File: config.mk
export PLATFORM = sky130hd
export DESIGN_NAME = ml2kl_bridge
export DESIGN_NICKNAME = d
export VERILOG_FILES = /design/src/rtl/ml2kl_bridge.sv
export SDC_FILE = /design/constraint.sdc
export NUM_CORES = 1
export LEC_CHECK = 0
export BUFFER_PORTS_ARGS = -buffer_cell sky130_fd_sc_hd__buf_4
export CORE_MARGIN = 2
export CORE_UTILIZATION = 28
export CTS_CLUSTER_SIZE = 8
export DETAILED_ROUTE_END_ITERATION = 16
export GPL_TIMING_DRIVEN = 0
export PLACE_DENSITY_LB_ADDON = 0.12
export SYNTH_ARGS = -nofsm -noshare
export SYNTH_HDL_FRONTEND = slang
export SYNTH_SLANG_ARGS = --single-unit
File: constraint.sdc
create_clock -name clk -period 11.65 [get_ports clk]
set_clock_uncertainty 0.1 [all_clocks]
set_input_delay 0.5825 -clock clk [delete_from_list [all_inputs] [get_ports clk]]
set_output_delay 0.5825 -clock clk [all_outputs]
set_load 0.02 [all_outputs]
File: src/rtl/ml2kl_bridge.sv
// MLink responder to KLink initiator bridge: buffers LSB-justified requests, lane-aligns them
// for KLink, tracks them in order and returns LSB-justified responses (local errors for bad requests).
module ml2kl_bridge #(
    parameter int REQ_DEPTH       = 4,
    parameter int MAX_OUTSTANDING = 4
) (
    input  logic        clk,
    input  logic        rst,
    input  logic [31:0] xr_rx_addr,
    input  logic        xr_rx_den,
    input  logic [63:0] xr_rx_data,
    input  logic [2:0]  xr_rx_size,
    input  logic [4:0]  xr_rx_id,
    input  logic        xr_rx_valid,
    output logic        xr_rx_ready,
    output logic [31:0] xr_tx_addr,
    output logic        xr_tx_den,
    output logic [63:0] xr_tx_data,
    output logic [2:0]  xr_tx_size,
    output logic [4:0]  xr_tx_id,
    output logic        xr_tx_valid,
    input  logic        xr_tx_ready,
    output logic [31:0] kl_req_addr,
    output logic        kl_req_wen,
    output logic [63:0] kl_req_wdata,
    output logic [7:0]  kl_req_wmask,
    output logic [2:0]  kl_req_size,
    output logic [4:0]  kl_req_srcid,
    output logic        kl_req_valid,
    input  logic        kl_req_ready,
    input  logic [63:0] kl_resp_rdata,
    input  logic        kl_resp_ren,
    input  logic [2:0]  kl_resp_size,
    input  logic [4:0]  kl_resp_dstid,
    input  logic        kl_resp_valid,
    output logic        kl_resp_ready
);

    localparam int RPW = $clog2(REQ_DEPTH);
    localparam int RCW = $clog2(REQ_DEPTH + 1);
    localparam int TPW = (MAX_OUTSTANDING > 1) ? $clog2(MAX_OUTSTANDING) : 1;
    localparam int TCW = $clog2(MAX_OUTSTANDING + 1);

    typedef struct packed {
        logic [31:0] addr;
        logic        den;
        logic [63:0] data;
        logic [2:0]  size;
        logic [4:0]  id;
    } req_t;

    typedef struct packed {
        logic [31:0] addr;
        logic [2:0]  size;
        logic [4:0]  id;
        logic        is_write;
        logic        loc_err;
    } trk_t;

    function automatic logic [2:0] align_bits(input logic [1:0] size);
        case (size)
            2'd0:    return 3'b000;
            2'd1:    return 3'b001;
            2'd2:    return 3'b011;
            default: return 3'b111;
        endcase
    endfunction

    function automatic logic [7:0] lane_mask(input logic [1:0] size, input logic [2:0] off);
        logic [7:0] m;
        case (size)
            2'd0:    m = 8'h01;
            2'd1:    m = 8'h03;
            2'd2:    m = 8'h0F;
            default: m = 8'hFF;
        endcase
        return m << off;
    endfunction

    function automatic logic [63:0] size_mask(input logic [1:0] size);
        case (size)
            2'd0:    return 64'h0000_0000_0000_00FF;
            2'd1:    return 64'h0000_0000_0000_FFFF;
            2'd2:    return 64'h0000_0000_FFFF_FFFF;
            default: return 64'hFFFF_FFFF_FFFF_FFFF;
        endcase
    endfunction

    function automatic logic [TPW-1:0] trk_next(input logic [TPW-1:0] p);
        return (p == TPW'(MAX_OUTSTANDING - 1)) ? '0 : p + 1'b1;
    endfunction

    req_t           fifo_mem_q [REQ_DEPTH];
    req_t           fifo_mem_d [REQ_DEPTH];
    logic [RPW-1:0] fifo_wr_q, fifo_wr_d, fifo_rd_q, fifo_rd_d;
    logic [RCW-1:0] fifo_cnt_q, fifo_cnt_d;

    trk_t           trk_mem_q [MAX_OUTSTANDING];
    trk_t           trk_mem_d [MAX_OUTSTANDING];
    logic [TPW-1:0] trk_wr_q, trk_wr_d, trk_rd_q, trk_rd_d;
    logic [TCW-1:0] trk_cnt_q, trk_cnt_d;

    logic        kl_vld_q, kl_vld_d, kl_wen_q, kl_wen_d;
    logic [31:0] kl_addr_q, kl_addr_d;
    logic [63:0] kl_wdata_q, kl_wdata_d;
    logic [7:0]  kl_wmask_q, kl_wmask_d;
    logic [2:0]  kl_size_q, kl_size_d;
    logic [4:0]  kl_srcid_q, kl_srcid_d;

    logic        tx_vld_q, tx_vld_d, tx_den_q, tx_den_d;
    logic [31:0] tx_addr_q, tx_addr_d;
    logic [63:0] tx_data_q, tx_data_d;
    logic [2:0]  tx_size_q, tx_size_d;
    logic [4:0]  tx_id_q, tx_id_d;

    logic fifo_full, rx_push, head_vld, head_legal, kl_free, trk_has_space, issue_pop, kl_load;
    logic trk_vld, tx_free, resp_rdy, retire;
    req_t rx_req, head;
    trk_t trk_head;
    logic unused_inputs;

    assign unused_inputs = ^{kl_resp_size, kl_resp_dstid, trk_head.is_write};

    assign fifo_full   = (fifo_cnt_q == RCW'(REQ_DEPTH));
    assign xr_rx_ready = !rst && !fifo_full;
    assign rx_push     = xr_rx_valid && xr_rx_ready;
    assign rx_req      = '{addr: xr_rx_addr, den: xr_rx_den, data: xr_rx_data,
                           size: xr_rx_size, id: xr_rx_id};

    // An empty FIFO lets the incoming request reach the issue stage in the same cycle.
    assign head       = (fifo_cnt_q == '0) ? rx_req : fifo_mem_q[fifo_rd_q];
    assign head_vld   = (fifo_cnt_q != '0) || rx_push;
    assign head_legal = !head.size[2] && ((head.addr[2:0] & align_bits(head.size[1:0])) == 3'b000);

    assign trk_vld       = (trk_cnt_q != '0);
    assign trk_head      = trk_mem_q[trk_rd_q];
    assign tx_free       = !tx_vld_q || xr_tx_ready;
    assign resp_rdy      = trk_vld && !trk_head.loc_err && tx_free;
    assign kl_resp_ready = !rst && resp_rdy;
    assign retire        = trk_vld && tx_free && (trk_head.loc_err || kl_resp_valid);

    // A retiring entry frees its slot in time for a same-cycle issue.
    assign kl_free       = !kl_vld_q || kl_req_ready;
    assign trk_has_space = (trk_cnt_q != TCW'(MAX_OUTSTANDING)) || retire;
    assign issue_pop     = head_vld && trk_has_space && (!head_legal || kl_free);
    assign kl_load       = issue_pop && head_legal;

    always_comb begin
        fifo_mem_d = fifo_mem_q;
        fifo_wr_d  = fifo_wr_q;
        fifo_rd_d  = fifo_rd_q;
        fifo_cnt_d = fifo_cnt_q;
        if (rx_push) begin
            fifo_mem_d[fifo_wr_q] = rx_req;
            fifo_wr_d             = fifo_wr_q + 1'b1;
        end
        if (issue_pop) fifo_rd_d = fifo_rd_q + 1'b1;
        case ({rx_push, issue_pop})
            2'b10:   fifo_cnt_d = fifo_cnt_q + 1'b1;
            2'b01:   fifo_cnt_d = fifo_cnt_q - 1'b1;
            default: fifo_cnt_d = fifo_cnt_q;
        endcase
    end

    always_comb begin
        trk_mem_d = trk_mem_q;
        trk_wr_d  = trk_wr_q;
        trk_rd_d  = trk_rd_q;
        trk_cnt_d = trk_cnt_q;
        if (issue_pop) begin
            trk_mem_d[trk_wr_q] = '{addr: head.addr, size: head.size, id: head.id,
                                    is_write: head.den, loc_err: !head_legal};
            trk_wr_d            = trk_next(trk_wr_q);
        end
        if (retire) trk_rd_d = trk_next(trk_rd_q);
        case ({issue_pop, retire})
            2'b10:   trk_cnt_d = trk_cnt_q + 1'b1;
            2'b01:   trk_cnt_d = trk_cnt_q - 1'b1;
            default: trk_cnt_d = trk_cnt_q;
        endcase
    end

    always_comb begin
        kl_vld_d   = kl_vld_q;
        kl_addr_d  = kl_addr_q;
        kl_wen_d   = kl_wen_q;
        kl_wdata_d = kl_wdata_q;
        kl_wmask_d = kl_wmask_q;
        kl_size_d  = kl_size_q;
        kl_srcid_d = kl_srcid_q;
        if (kl_load) begin
            kl_vld_d   = 1'b1;
            kl_addr_d  = head.addr;
            kl_wen_d   = head.den;
            kl_wdata_d = head.data << {head.addr[2:0], 3'b000};
            kl_wmask_d = lane_mask(head.size[1:0], head.addr[2:0]);
            kl_size_d  = head.size;
            kl_srcid_d = head.id;
        end else if (kl_req_ready) begin
            kl_vld_d = 1'b0;
        end
    end

    always_comb begin
        tx_vld_d  = tx_vld_q;
        tx_addr_d = tx_addr_q;
        tx_den_d  = tx_den_q;
        tx_data_d = tx_data_q;
        tx_size_d = tx_size_q;
        tx_id_d   = tx_id_q;
        if (retire) begin
            tx_vld_d  = 1'b1;
            tx_addr_d = trk_head.addr;
            tx_size_d = trk_head.size;
            tx_id_d   = trk_head.id;
            if (trk_head.loc_err) begin
                tx_den_d  = 1'b0;
                tx_data_d = 64'hFFFF_FFFF_FFFF_FFFF;
            end else begin
                tx_den_d  = kl_resp_ren;
                tx_data_d = (kl_resp_rdata >> {trk_head.addr[2:0], 3'b000})
                            & size_mask(trk_head.size[1:0]);
            end
        end else if (xr_tx_ready) begin
            tx_vld_d = 1'b0;
        end
    end

    always_ff @(posedge clk) begin
        if (rst) begin
            fifo_wr_q  <= '0;
            fifo_rd_q  <= '0;
            fifo_cnt_q <= '0;
            trk_wr_q   <= '0;
            trk_rd_q   <= '0;
            trk_cnt_q  <= '0;
            kl_vld_q   <= 1'b0;
            kl_addr_q  <= '0;
            kl_wen_q   <= 1'b0;
            kl_wdata_q <= '0;
            kl_wmask_q <= '0;
            kl_size_q  <= '0;
            kl_srcid_q <= '0;
            tx_vld_q   <= 1'b0;
            tx_addr_q  <= '0;
            tx_den_q   <= 1'b0;
            tx_data_q  <= '0;
            tx_size_q  <= '0;
            tx_id_q    <= '0;
        end else begin
            fifo_wr_q  <= fifo_wr_d;
            fifo_rd_q  <= fifo_rd_d;
            fifo_cnt_q <= fifo_cnt_d;
            trk_wr_q   <= trk_wr_d;
            trk_rd_q   <= trk_rd_d;
            trk_cnt_q  <= trk_cnt_d;
            kl_vld_q   <= kl_vld_d;
            kl_addr_q  <= kl_addr_d;
            kl_wen_q   <= kl_wen_d;
            kl_wdata_q <= kl_wdata_d;
            kl_wmask_q <= kl_wmask_d;
            kl_size_q  <= kl_size_d;
            kl_srcid_q <= kl_srcid_d;
            tx_vld_q   <= tx_vld_d;
            tx_addr_q  <= tx_addr_d;
            tx_den_q   <= tx_den_d;
            tx_data_q  <= tx_data_d;
            tx_size_q  <= tx_size_d;
            tx_id_q    <= tx_id_d;
        end
    end

    // Storage arrays carry no reset; the pointers and counts define what is valid.
    always_ff @(posedge clk) begin
        fifo_mem_q <= fifo_mem_d;
        trk_mem_q  <= trk_mem_d;
    end

    assign kl_req_valid = kl_vld_q;
    assign kl_req_addr  = kl_addr_q;
    assign kl_req_wen   = kl_wen_q;
    assign kl_req_wdata = kl_wdata_q;
    assign kl_req_wmask = kl_wmask_q;
    assign kl_req_size  = kl_size_q;
    assign kl_req_srcid = kl_srcid_q;

    assign xr_tx_valid = tx_vld_q;
    assign xr_tx_addr  = tx_addr_q;
    assign xr_tx_den   = tx_den_q;
    assign xr_tx_data  = tx_data_q;
    assign xr_tx_size  = tx_size_q;
    assign xr_tx_id    = tx_id_q;

endmodule

# Word level (Yosys, flattened, before mapping)
# Index checks and enable logic that the tools add are counted.
dict set report word_totals {
  reg_bits 822
  latchBits 0
  mem_bits_rw 0
  rom_bits 0
  inputBits 184
  out_inout_bits 222
  memories 0
}
dict set report classes {
  add_sub_neg 8
  mul 0
  div 0
  magnitude_cmp 6
  eq_ne 12
  shift 3
  muxes 29
  bitwise 6
  n_reduce_logical 36
}
# cell n
set ops {}
lappend ops {{$bwmux 420} 1}
lappend ops {{$mux 105} 4}
lappend ops {{$bmux 105 s2} 1}
lappend ops {{$demux 105 s2} 1}
lappend ops {{$mux 64} 3}
lappend ops {{$pmux 64 s3} 1}
lappend ops {{$bwmux 168} 1}
lappend ops {{$mux 42} 3}
lappend ops {{$bmux 42 s2} 1}
lappend ops {{$demux 42 s2} 1}
lappend ops {{$and 64x64->64} 1}
lappend ops {{$shl 64x6->64} 1}
lappend ops {{$shr 64x6->64} 1}
lappend ops {{$pmux 8 s3} 1}
lappend ops {{$logic_and 1x1->1} 13}
lappend ops {{$eq 2x2->1 const B} 6}
lappend ops {{$ge 3x3->1 const B} 4}
lappend ops {{$not 2->3} 4}
lappend ops {{$pmux 3 s2} 2}
lappend ops {{$pmux 3 s3} 1}
lappend ops {{$add 2x1->2 const B} 4}
lappend ops {{$eq 2x1->1 const B} 4}
lappend ops {{$mux 8} 1}
lappend ops {{$reduce_bool 2->1} 4}
lappend ops {{other kinds (14)} 36}

# Longest topological paths before layout
# Gate-level depths: netlist of the first run.
dict set report logic_depth {
  word_depth 16
  ltp_mapped 14
  depth_no_buf 13
}

# Least setup slack after synthesis of the first run
# Ideal clock, no wire load.
dict set report synth_timing {
  path_type {input to register}
  startpoint {in rst}
  endpoint {reg fifo_mem_q[0] (netlist bit), enable pin}
  t_arrival_ns 3.761
  t_required_ns 11.074
  path_slack_ns 7.314
  path_stages 4
  n_path_buf 1
  cell_sequence {clkbuf_1 -> nand2b_1 -> a21oi_1 -> and2_1}
}
dict set report synth_between {
  elab_chain_cells 3
}
# element line_no
set synth_lines {}
lappend synth_lines {{start: declaration} 8} ;# input logic rst,
lappend synth_lines {{$logic_not 1->1} 125} ;# assign xr_rx_ready = !rst && !fifo_full;
lappend synth_lines {{$logic_and 1x1->1} 125}
lappend synth_lines {{$logic_and 1x1->1} 126} ;# assign rx_push = xr_rx_valid && xr_rx_ready;
lappend synth_lines {{end signal: assignment} 275} ;# fifo_mem_q <= fifo_mem_d;
lappend synth_lines {{end: declaration} 93} ;# req_t fifo_mem_q [REQ_DEPTH];
# Every way passes these cells.
# A chain may end at the register's enable or synchronous reset.

# Final worst setup path of the first run
dict set report layout_timing {
  startpoint {reg trk_rd_q[1]}
  endpoint {reg trk_cnt_q[2]}
}
dict set report layout_between {
  elab_chain_cells 11
  elab_cells_between_ends 13
  classes_between {2 x eq/ne; 4 x mux; 1 x bitwise; 6 x reduce/logical}
}
# element line_no
set layout_lines {}
lappend layout_lines {{start: declaration} 100} ;# logic [TPW-1:0] trk_wr_q, trk_wr_d, trk_rd_q, trk_rd_d;
lappend layout_lines {{start signal: assignment} 255} ;# trk_rd_q <= trk_rd_d;
lappend layout_lines {{$not 2->3 (not written as such) *} 136} ;# assign trk_head = trk_mem_q[trk_rd_q];
lappend layout_lines {{$bmux 42 s2 *} 136}
lappend layout_lines {{$mux 42 (not written as such) * (2 in a row)} 136}
lappend layout_lines {{$logic_or 1x1->1 *} 140} ;# assign retire = trk_vld && tx_free && (trk_head.loc_err || kl_resp_valid);
lappend layout_lines {{$logic_and 1x1->1 *} 140}
lappend layout_lines {{net retire} 117} ;# logic trk_vld, tx_free, resp_rdy, retire;
lappend layout_lines {{$logic_or 1x1->1} 144} ;# assign trk_has_space = (trk_cnt_q != TCW'(MAX_OUTSTANDING)) || retire;
lappend layout_lines {{$logic_and 1x1->1 (2 in a row)} 145} ;# assign issue_pop = head_vld && trk_has_space && (!head_legal || kl_free);
lappend layout_lines {{$eq 2x1->1 / $eq 2x2->1 (equally long branches)} 176} ;# case ({issue_pop, retire})
lappend layout_lines {{$pmux 3 s2 / $reduce_bool 2->1 (equally long branches)} n/a}
lappend layout_lines {{end signal: assignment} 256} ;# trk_cnt_q <= trk_cnt_d;
lappend layout_lines {{end: declaration} 101} ;# logic [TCW-1:0] trk_cnt_q, trk_cnt_d;
# The timed path passes the listed nets; every way through them passes the cells marked *. The select of a mux whose other input is x is not followed.

==> qor.yml, run 1 <==
synth:
  ys_ff_latch: 818
  synth.distinct_cells: 54
  synth_area_leaders: "edfxtp_1 51%, dfxtp_1 14%, mux4_2 10%, a21oi_1 3.2%, mux2_2 3.1%"
  yosysWarnings: 0
  synthesis.nets: 2614
  synthArstFlopShare_pct: 0
  avgSynthCellArea_um2: 14.1
  syn_inst: 2417
  yosysTopAreaCell: "edfxtp_1"
  ys_seq_area_share_pct: 65.0
  synth_edf_count: 584
  netlist_area_mm2: 0.0342
  synth_ff_type: "edfxtp_1"
  synth_top_area_share_pct: 51.3
route:
  dr.pass1.iters: 5
  num_vias: 23900
  drt_iter0_drc: 1863
  drcViolationCount: 0
  viasPerCell: 5.00
  wire_per_inst_um: 26.9
  antenna_left: 0
  drt_wl_total_um: 128000
worst_setup_path:
  critical_path.most_common_cell: "clkbuf_1"
  critPathMaxFanout: 10
  cp.required_ns: 12.19
  cp-start-kind: "register"
  rr_startpoint: "trk_rd_q[1]"
  worstReg2RegEnd: "trk_cnt_q[2]"
  criticalPathCategory: "register to register"
  crit_chain: "clkbuf_1, mux4_2, o211ai_2, inv_2, clkbuf_1, buf_1, ha_1, inv_1, fa_1, xor2_1, or3_1, a21oi_1"
  rrSetupSlack_ns: 7.00
  end_kind: "register"
  endpoint: "trk_cnt_q[2]"
  startpoint: "trk_rd_q[1]"
  arrival_ns: 5.19
  ff2ff_path_depth: 12
  cpMaxStageDelayCell: "clkbuf_1"
  critPathMaxStageDelay_ns: 0.64
grt:
  grt_use_total_pct: 20.2
  grt_pass1_wl_um: 181000
  grt.overflow.total: 0
  grt_max_degree: 50
  grt_pass1_vias: 24600
  antenna_found_initial: 12
floorplan:
  fp.dieH_um: 353
  boundaryPins: 406
  die_w_um: 353
  dieArea_mm2: 0.125
  row_count: 128
  core_mm2: 0.121
  initial_utilization_pct: 28.2
placed_design:
  io_buffers: 396
  post-place-ws_ns: 6.84
  placed_area_mm2: 0.0395
  gp_congestion: 0.891
  dp_hpwl_um: 95500
timing:
  setup_viol: 0
  grt_setup_unrepaired: "false"
  fin_ws_ns: 7.00
  worst_pin_slew_ns: 1.30
  drv_slew: 0
  hold_violations: 0
  finalSetupTns_ns: 0
  fin_crit_sh_pct: 39.9
  slew_headroom_pct: 13.0
  fmax_mhz: 215
  fin_crit_ns: 4.65
power:
  p_total_mw: 13.9
  power_frac_clock_pct: 22.5
  p_sw_mw: 5.89
  vdd_drop_max_mv: 0.136
  combinationalPowerShare_pct: 46.8
  power_leakage_nw: 15.4
  p_int_mw: 8.06
  p_per_area_mw_per_mm2: 317
  power_frac_seq_pct: 30.6
  switching_share_pct: 42.2
finish:
  mostFrequentLayoutCell: "edfxtp_1"
  final_net_count: 3245
  area_delta_synth_final_pct: 28.7
  drive_gt1_share_pct: 27.0
  fin_util_pct: 36.2
  design_area_mm2: 0.0440
  layout_common_cells: "584 x edfxtp_1, 403 x buf_4, 272 x nand2_1, 234 x dfxtp_1, 218 x a21oi_1"
cts:
  cts.reportedPaths.clkPinSlew_ns: 0.05
  postCtsSetupRepairBufs: 0
  cts.sinks: 818
  cts-htree-levels: 3
  cts-buffers-inserted: 114
  tritoncts: "done"
  clk_latency_ns: 0.72
  clockBufferDepth: 3
  clk_root_buffer_cell: "clkbuf_16"
job:
  max-cap-violations: 0
outcome:
  status: "finished clean"
hold_path:
  hold_path.class: "input port to register"
[metal layers]
metal | vias to the layer above | track usage [%] | wire, um
li1 | 10600 | - | -
met4 | 14 | 6.60 | 3610
met1 | 12200 | 26.5 | 55300
met2 | 796 | 32.8 | 60300
met5 | - | 0 | 87
met3 | 185 | 4.80 | 8980
[per-stage QoR]
step	hold slack, ns	instances
global route	0.127	4768
finish	0.0918	4771
floorplan	0.367	2417
CTS	0.0320	4767
global placement	0.348	4438
detailed placement	0.349	4451
[synthesized netlist by cell type (19+ instances only)]
cell type,number
a211oi_1,36
a21oi_1,218
a311oi_1,34
and2_1,19
buf_1,23
buf_2,28
clkbuf_1,129
dfxtp_1,234
edfxtp_1,584
inv_1,20
mux2_2,93
mux2i_1,79
mux4_2,154
nand2_1,272
nor2_1,110
nor3_1,116
o21ai_0,44
[cells by family (layout without fill, tap and decap cells)]
family | after synthesis | in the layout | synth area share, %
buffers and inverters | 213 | 938 | 2.53
other | 0 | 4 | 0
AND/OR/NAND/NOR | 574 | 574 | 7.30
multiplexers | 328 | 328 | 15.7
flip-flops | 818 | 818 | 65.0
AO/OA/AOI/OAI | 466 | 466 | 8.85
adder cells (fa/ha/maj) | 13 | 13 | 0.520
XOR/XNOR | 5 | 5 | 0.128
[power by group through the flow]
stage / sequential [mW] / clock, mW / combinational [mW]
2_1_floorplan: 4.55 / 0 / 3.50
3_3_place_gp: 4.34 / 0 / 6.47
3_5_place_dp: 4.33 / 0 / 6.53
4_1_cts: 4.28 / 3.22 / 6.59
5_1_grt: 4.32 / 3.34 / 6.99
6_report: 4.27 / 3.14 / 6.53
[worst max-delay path, delay by kind of cell, from the launching register on]
family / cells / cell delay [ns]
buffers and inverters: 5 / 2.11
adders and majority gates: 2 / 0.68
AOI/OAI and AO/OA: 2 / 0.50
muxes: 1 / 0.36
DFF: 1 / 0.33
and+or+nand+nor: 1 / 0.31
xor gates and xnor gates: 1 / 0.16
[final cells by class]
cell class	count	area, um2
fill	11900	77400
multi-input combinational	1386	11100
sequential	818	22200
clock inverter	5	72.6
antenna	4	10.0
inverter	26	97.6
timing repair buffer	515	4340
buffer	187	767
tap	1625	2030
clock buffer	205	3320
[worst min path at each step]
stage	end	cells after the start	from
2_1_floorplan	trk_cnt_q[2]	2	trk_cnt_q[2]
3_3_place_gp	xr_tx_addr[13]	2	xr_tx_addr[13]
3_5_place_dp	xr_tx_addr[11]	2	xr_tx_addr[11]
4_1_cts	kl_req_valid	4	kl_req_ready
5_1_grt	xr_tx_data[63]	3	kl_resp_rdata[63]
6_report	kl_req_valid	4	kl_req_ready
[flip-flops by register name, summed over array words and instances (netlist names), 3 cells and up]
name and flops:
fifo_cnt_q 3, fifo_mem_q 420, kl_req_addr 32, kl_req_size 3, kl_req_srcid 5, kl_req_wdata 64, kl_req_wmask 8, trk_cnt_q 3
trk_mem_q 164, xr_tx_addr 32, xr_tx_data 64, xr_tx_id 5, xr_tx_size 3
[what timing repair did]
action,in CTS,in global routing
hold buffers,106,0
endpoints found under the hold margin,421,0
gates resized for setup,0,0
No activity file was read; power rests on OpenSTA's default activity.
==> run 2, diff against run 1 <==
==> constraint.sdc (replaced) <==
create_clock -name clk -period 3.9 [get_ports clk]
set_clock_uncertainty 0.1 [all_clocks]
set_input_delay 0.195 -clock clk [delete_from_list [all_inputs] [get_ports clk]]
set_output_delay 0.195 -clock clk [all_outputs]
set_load 0.02 [all_outputs]
==> qor.yml, run 2 (same netlist as run 1, synthesis figures left out) <==
timing:
  timing.hold.ws_ns: 0.0473
  worst_pin_slew_ns: 1.28
  fin_ws_ns: 0.0276
  fin_crit_ns: 3.87
  slew_headroom_pct: 14.7
  fmax_mhz: 258
  drv_slew: 0
  fin_crit_sh_pct: 99.3
  grt_setup_unrepaired: "true"
  setup_viol: 0
  hold_violations: 0
floorplan:
  initial_utilization_pct: 28.2
  fp.dieH_um: 353
  row_count: 128
  dieArea_mm2: 0.125
  boundaryPins: 406
  die_w_um: 353
  core_mm2: 0.121
power:
  power_frac_seq_pct: 30.6
  switching_share_pct: 42.4
  p_int_mw: 24.0
  vdd_drop_max_mv: 0.453
  p_sw_mw: 17.7
  p_per_area_mw_per_mm2: 942
  combinationalPowerShare_pct: 47.2
  power_frac_clock_pct: 22.2
  power_leakage_nw: 15.6
route:
  wire_per_inst_um: 27.0
  drt_wl_total_um: 130000
  drt_iter0_drc: 1874
  num_vias: 24100
  dr.pass1.iters: 7
  viasPerCell: 5.01
  drcViolationCount: 0
  antenna_left: 0
cts:
  clk_root_buffer_cell: "clkbuf_16"
  tritoncts: "done"
  cts-buffers-inserted: 114
  clockBufferDepth: 3
  cts.reportedPaths.clkPinSlew_ns: 0.05
  cts.sinks: 818
  clk_latency_ns: 0.69
  cts-htree-levels: 3
worst_setup_path:
  critPathMaxStageDelay_ns: 0.54
  worstReg2RegEnd: "trk_cnt_q[2]"
  cpMaxStageDelayCell: "mux4_2"
  criticalPathCategory: "register to register"
  cp-start-kind: "register"
  cp.required_ns: 4.40
  arrival_ns: 4.38
  rrSetupSlack_ns: 0.03
  end_kind: "register"
  ff2ff_path_depth: 14
  crit_chain: "buf_4, mux4_2, mux2i_2, inv_2, o21ai_2, o211a_1, nor2_1, inv_1, ha_1, inv_1, fa_1, xor2_1, or3_1, a21oi_1"
  endpoint: "trk_cnt_q[2]"
  startpoint: "fifo_rd_q[0]"
  rr_startpoint: "fifo_rd_q[0]"
  critical_path.most_common_cell: "inv_1"
  critPathMaxFanout: 10
grt:
  grt_pass1_vias: 24900
  grt_max_degree: 52
  grt.overflow.total: 0
  antenna_found_initial: 10
  grt_use_total_pct: 20.4
  grt_pass1_wl_um: 184000
finish:
  reg_top3: "fifo_mem_q (420), trk_mem_q (164)"
  drive_gt1_share_pct: 27.6
  final_net_count: 3275
  largest_reg_flops: 420
  area_delta_synth_final_pct: 29.5
  mostFrequentLayoutCell: "edfxtp_1"
  fin_util_pct: 36.5
  top_register: "fifo_mem_q"
  layout_common_cells: "584 x edfxtp_1, 409 x buf_4, 272 x nand2_1, 234 x dfxtp_1, 218 x a21oi_1"
hold_path:
  hold_path.class: "input port to register"
placed_design:
  post-place-ws_ns: -0.991
  io_buffers: 396
  gp_congestion: 0.872
  dp_hpwl_um: 96300
job:
  max-cap-violations: 0
outcome:
  status: "finished clean"
==> run 2: cell types whose count changed in the layout (fill, tap and decap cells not counted), sizes merged <==
cell         change
clkinv           -2
clkbuf           -1
dlygate4sd3     +28
buf              +2
inv              +5
diode            +3
==> run 2: metal layers <==
metal	vias up	track usage, %	part of all wire, %
met5	-	0	0.030
met4	6	5.57	2.4
met3	185	4.72	6.8
met2	831	33.4	48
met1	12400	27.1	43
li1	10700	-	-
==> run 2: how the worst min path moves through the flow <==
stage,cells past startpoint,end,start,slack (ns)
3_5_place_dp,1,fifo_mem_q[203],xr_rx_addr[25],0.31
4_1_cts,5,xr_tx_data[31],kl_resp_rdata[39],0.002
2_1_floorplan,0,fifo_mem_q[0],xr_rx_id[0],0.19
6_report,5,xr_tx_data[31],kl_resp_rdata[39],0.05
3_3_place_gp,1,fifo_mem_q[241],xr_rx_data[23],0.30
5_1_grt,5,xr_tx_data[31],kl_resp_rdata[47],0.05
==> run 2: metrics by stage <==
step	total power, mW	TNS, ns	cells	instance area (um2)
floorplan	24.0	0	2417	34200
CTS	42.0	-0.0485	4795	44200
global route	43.9	-0.140	4803	44300
detailed placement	32.5	-56.29	4451	39500
finish	41.7	0	4806	44300
global placement	32.2	-551.39	4438	39200
==> run 2: power groups by stage <==
stage / logic [mW] / clock network (mW) / registers [mW]
5_1_grt: 21.1 / 9.87 / 12.9
2_1_floorplan: 10.5 / 0 / 13.6
6_report: 19.7 / 9.25 / 12.8
3_3_place_gp: 19.2 / 0 / 13.0
3_5_place_dp: 19.5 / 0 / 13.0
4_1_cts: 19.7 / 9.50 / 12.8
==> run 2: critical path, delay by kind of cell (launching register included) <==
family | cells | cell delay [ns]
multiplexers | 2 | 0.88
AND/OR/NAND/NOR | 2 | 0.45
AO/OA/AOI/OAI | 3 | 0.69
XOR/XNOR | 1 | 0.16
flip-flops | 1 | 0.31
adder cells (fa/ha/maj) | 2 | 0.58
buffers and inverters | 4 | 0.62
==> run 2: area by class of cell <==
| class | instances | area (um2) |
|---|---|---|
| antenna | 7 | 17.5 |
| inverter | 26 | 97.6 |
| sequential | 818 | 22200 |
| buffer | 185 | 796 |
| timing repair buffer | 547 | 4640 |
| tap | 1625 | 2030 |
| multi-input combinational | 1386 | 11100 |
| fill | 11900 | 77100 |
| clock buffer | 204 | 3220 |
| clock inverter | 8 | 80.1 |
==> run 2: what timing repair did <==
item                                   in CTS  in global routing
gates cloned                                0                  0
endpoints found under the hold margin     608                  0
resized for setup                          22                 19
buffers inserted                            0                  3
hold buffers                              134                  0
pin swaps                                   0                  1
setup endpoints to repair                 231                 88
==> run 3, diff against run 2 <==
--- a/config.mk
+++ b/config.mk
@@ -5,7 +5,7 @@
 export SDC_FILE = /design/constraint.sdc
 export NUM_CORES = 1
 export LEC_CHECK = 0
-export BUFFER_PORTS_ARGS = -buffer_cell sky130_fd_sc_hd__buf_4
+export BUFFER_PORTS_ARGS = -buffer_cell sky130_fd_sc_hd__buf_2
 export CORE_MARGIN = 2
 export CORE_UTILIZATION = 28
 export CTS_CLUSTER_SIZE = 8
==> constraint.sdc (replaced) <==
create_clock -name clk -period 4.7 [get_ports clk]
set_clock_uncertainty 0.1 [all_clocks]
set_input_delay 0.235 -clock clk [delete_from_list [all_inputs] [get_ports clk]]
set_output_delay 0.235 -clock clk [all_outputs]
set_load 0.02 [all_outputs]
==> qor.yml, run 3 (same netlist as run 1, synthesis figures left out) <==
timing:
  hold_violations: 0
  fin_crit_ns: 4.37
  drv_slew: 0
  worst_pin_slew_ns: 1.18
  finalSetupTns_ns: 0
  fmax_mhz: 229
  fin_crit_sh_pct: 93.1
  slew_headroom_pct: 21.0
  fin_ws_ns: 0.325
  setup_viol: 0
  grt_setup_unrepaired: "false"
placed_design:
  io_buffers: 396
  gp_congestion: 0.898
  dp_hpwl_um: 94700
  post-place-ws_ns: -0.222
  placed_cells: 4451
cts:
  clk_root_buffer_cell: "clkbuf_16"
  cts-htree-levels: 3
  postCtsSetupRepairBufs: 0
  clk_latency_ns: 0.71
  cts.sinks: 818
  cts.reportedPaths.clkPinSlew_ns: 0.05
  tritoncts: "done"
  cts-buffers-inserted: 114
  clockBufferDepth: 3
power:
  power_frac_clock_pct: 22.6
  switching_share_pct: 43.0
  p_total_mw: 34.0
  power_frac_seq_pct: 30.9
  p_sw_mw: 14.6
  p_int_mw: 19.4
  vdd_drop_max_mv: 0.362
  power_leakage_nw: 15.3
  combinationalPowerShare_pct: 46.5
  p_per_area_mw_per_mm2: 788
grt:
  grt.overflow.total: 0
  antenna_found_initial: 17
  grt_pass1_vias: 24600
  grt_pass1_wl_um: 181000
  grt_max_degree: 48
  grt_use_total_pct: 20.1
finish:
  final_cells: 4781
  largest_reg_flops: 420
  fin_util_pct: 35.5
  final_net_count: 3262
  drive_gt1_share_pct: 27.0
  reg_top3: "fifo_mem_q (420), trk_mem_q (164)"
  mostFrequentLayoutCell: "edfxtp_1"
  layout_common_cells: "584 x edfxtp_1, 424 x buf_2, 272 x nand2_1, 234 x dfxtp_1, 218 x a21oi_1"
  top_register: "fifo_mem_q"
  area_delta_synth_final_pct: 26.1
floorplan:
  initial_utilization_pct: 28.2
  fp.dieH_um: 353
  dieArea_mm2: 0.125
  boundaryPins: 406
  row_count: 128
  core_mm2: 0.121
  die_w_um: 353
route:
  dr.pass1.iters: 5
  viasPerCell: 5.00
  antenna_left: 0
  wl_met3_um: 8590
  drt_iter0_drc: 1827
  drt_wl_total_um: 128000
  met1_length_um: 55500
  top_layer: "met5"
  wl_met2_um: 60700
  drcViolationCount: 0
  num_vias: 23900
  wire_per_inst_um: 26.8
hold_path:
  hold_path.class: "input port to register"
  hold_path_depth: 4
  min_to: "xr_tx_addr[0]"
  hold_start: "kl_resp_valid"
worst_setup_path:
  criticalPathCategory: "register to register"
  arrival_ns: 4.82
  worstReg2RegEnd: "kl_req_addr[15]"
  end_kind: "register"
  rrSetupSlack_ns: 0.33
  ff2ff_path_depth: 11
  cp-start-kind: "register"
  cp.required_ns: 5.15
  rr_startpoint: "fifo_rd_q[1]"
  critPathMaxFanout: 10
job:
  max-cap-violations: 0
outcome:
  status: "finished clean"
-- run 3: metal layers --
metal	vias to the layer above	global-route usage [%]
met5	-	0
li1	10700	-
met1	12200	26.6
met4	12	5.66
met3	191	4.57
met2	808	33.0
-- run 3: worst max-delay path by stage --
stage	cells after the start	end	from	slack (ns)
after floorplan	4	fifo_mem_q[0]	rst	0.71
after global placement	4	fifo_mem_q[156]	rst	-2.46
after detailed placement	12	trk_cnt_q[2]	trk_rd_q[1]	-0.22
after CTS	10	kl_req_addr[8]	trk_rd_q[1]	0.02
after global routing	12	trk_cnt_q[2]	trk_rd_q[1]	0.09
final	11	kl_req_addr[15]	fifo_rd_q[1]	0.33
-- run 3: per-stage QoR --
step / hold WS (ns) / cell area [um2]
finish: 0.00680 / 43100
global route: 0.0115 / 43100
global placement: 0.342 / 38200
floorplan: 0.234 / 34200
CTS: 0.00739 / 43100
detailed placement: 0.349 / 38500
-- run 3: critical path, stage by stage (launching register included) --
cell      delay, ns
dfxtp_1        0.30
buf_2          0.26
buf_2          0.37
buf_2          0.36
buf_2          0.38
clkbuf_1       0.53
clkbuf_1       0.80
mux4_2         0.41
nand2_1        0.08
nand2_1        0.26
nor3_1         0.26
nor3_1         0.06
-- run 3: timing repair --
action                                  CTS  global route
hold endpoints to repair                553             0
resized for setup                         1             2
hold buffers                            123             0
cloned                                    0             0
endpoints found under the setup margin    1            37
-- run 3: power groups by stage --
stage                     sequential, mW  clock (mW)  combinational [mW]
after floorplan                     11.3           0                8.68
after global placement              10.7           0                15.5
after detailed placement            10.6           0                15.7
after CTS                           10.5        7.89                15.9
after global routing                10.6        8.17                16.9
final                               10.5        7.69                15.8
-- run 3: cell type report --
type                            instances  area, um2
Antenna cell                            6       15.0
Sequential cell                       818      22200
Clock inverter                         10        136
Timing Repair Buffer                  532       3510
Inverter                               26       97.6
Clock buffer                          191       3190
Multi-Input combinational cell       1386      11100
Buffer                                187        768
Tap cell                             1625       2030
Fill cell                           12100      78300
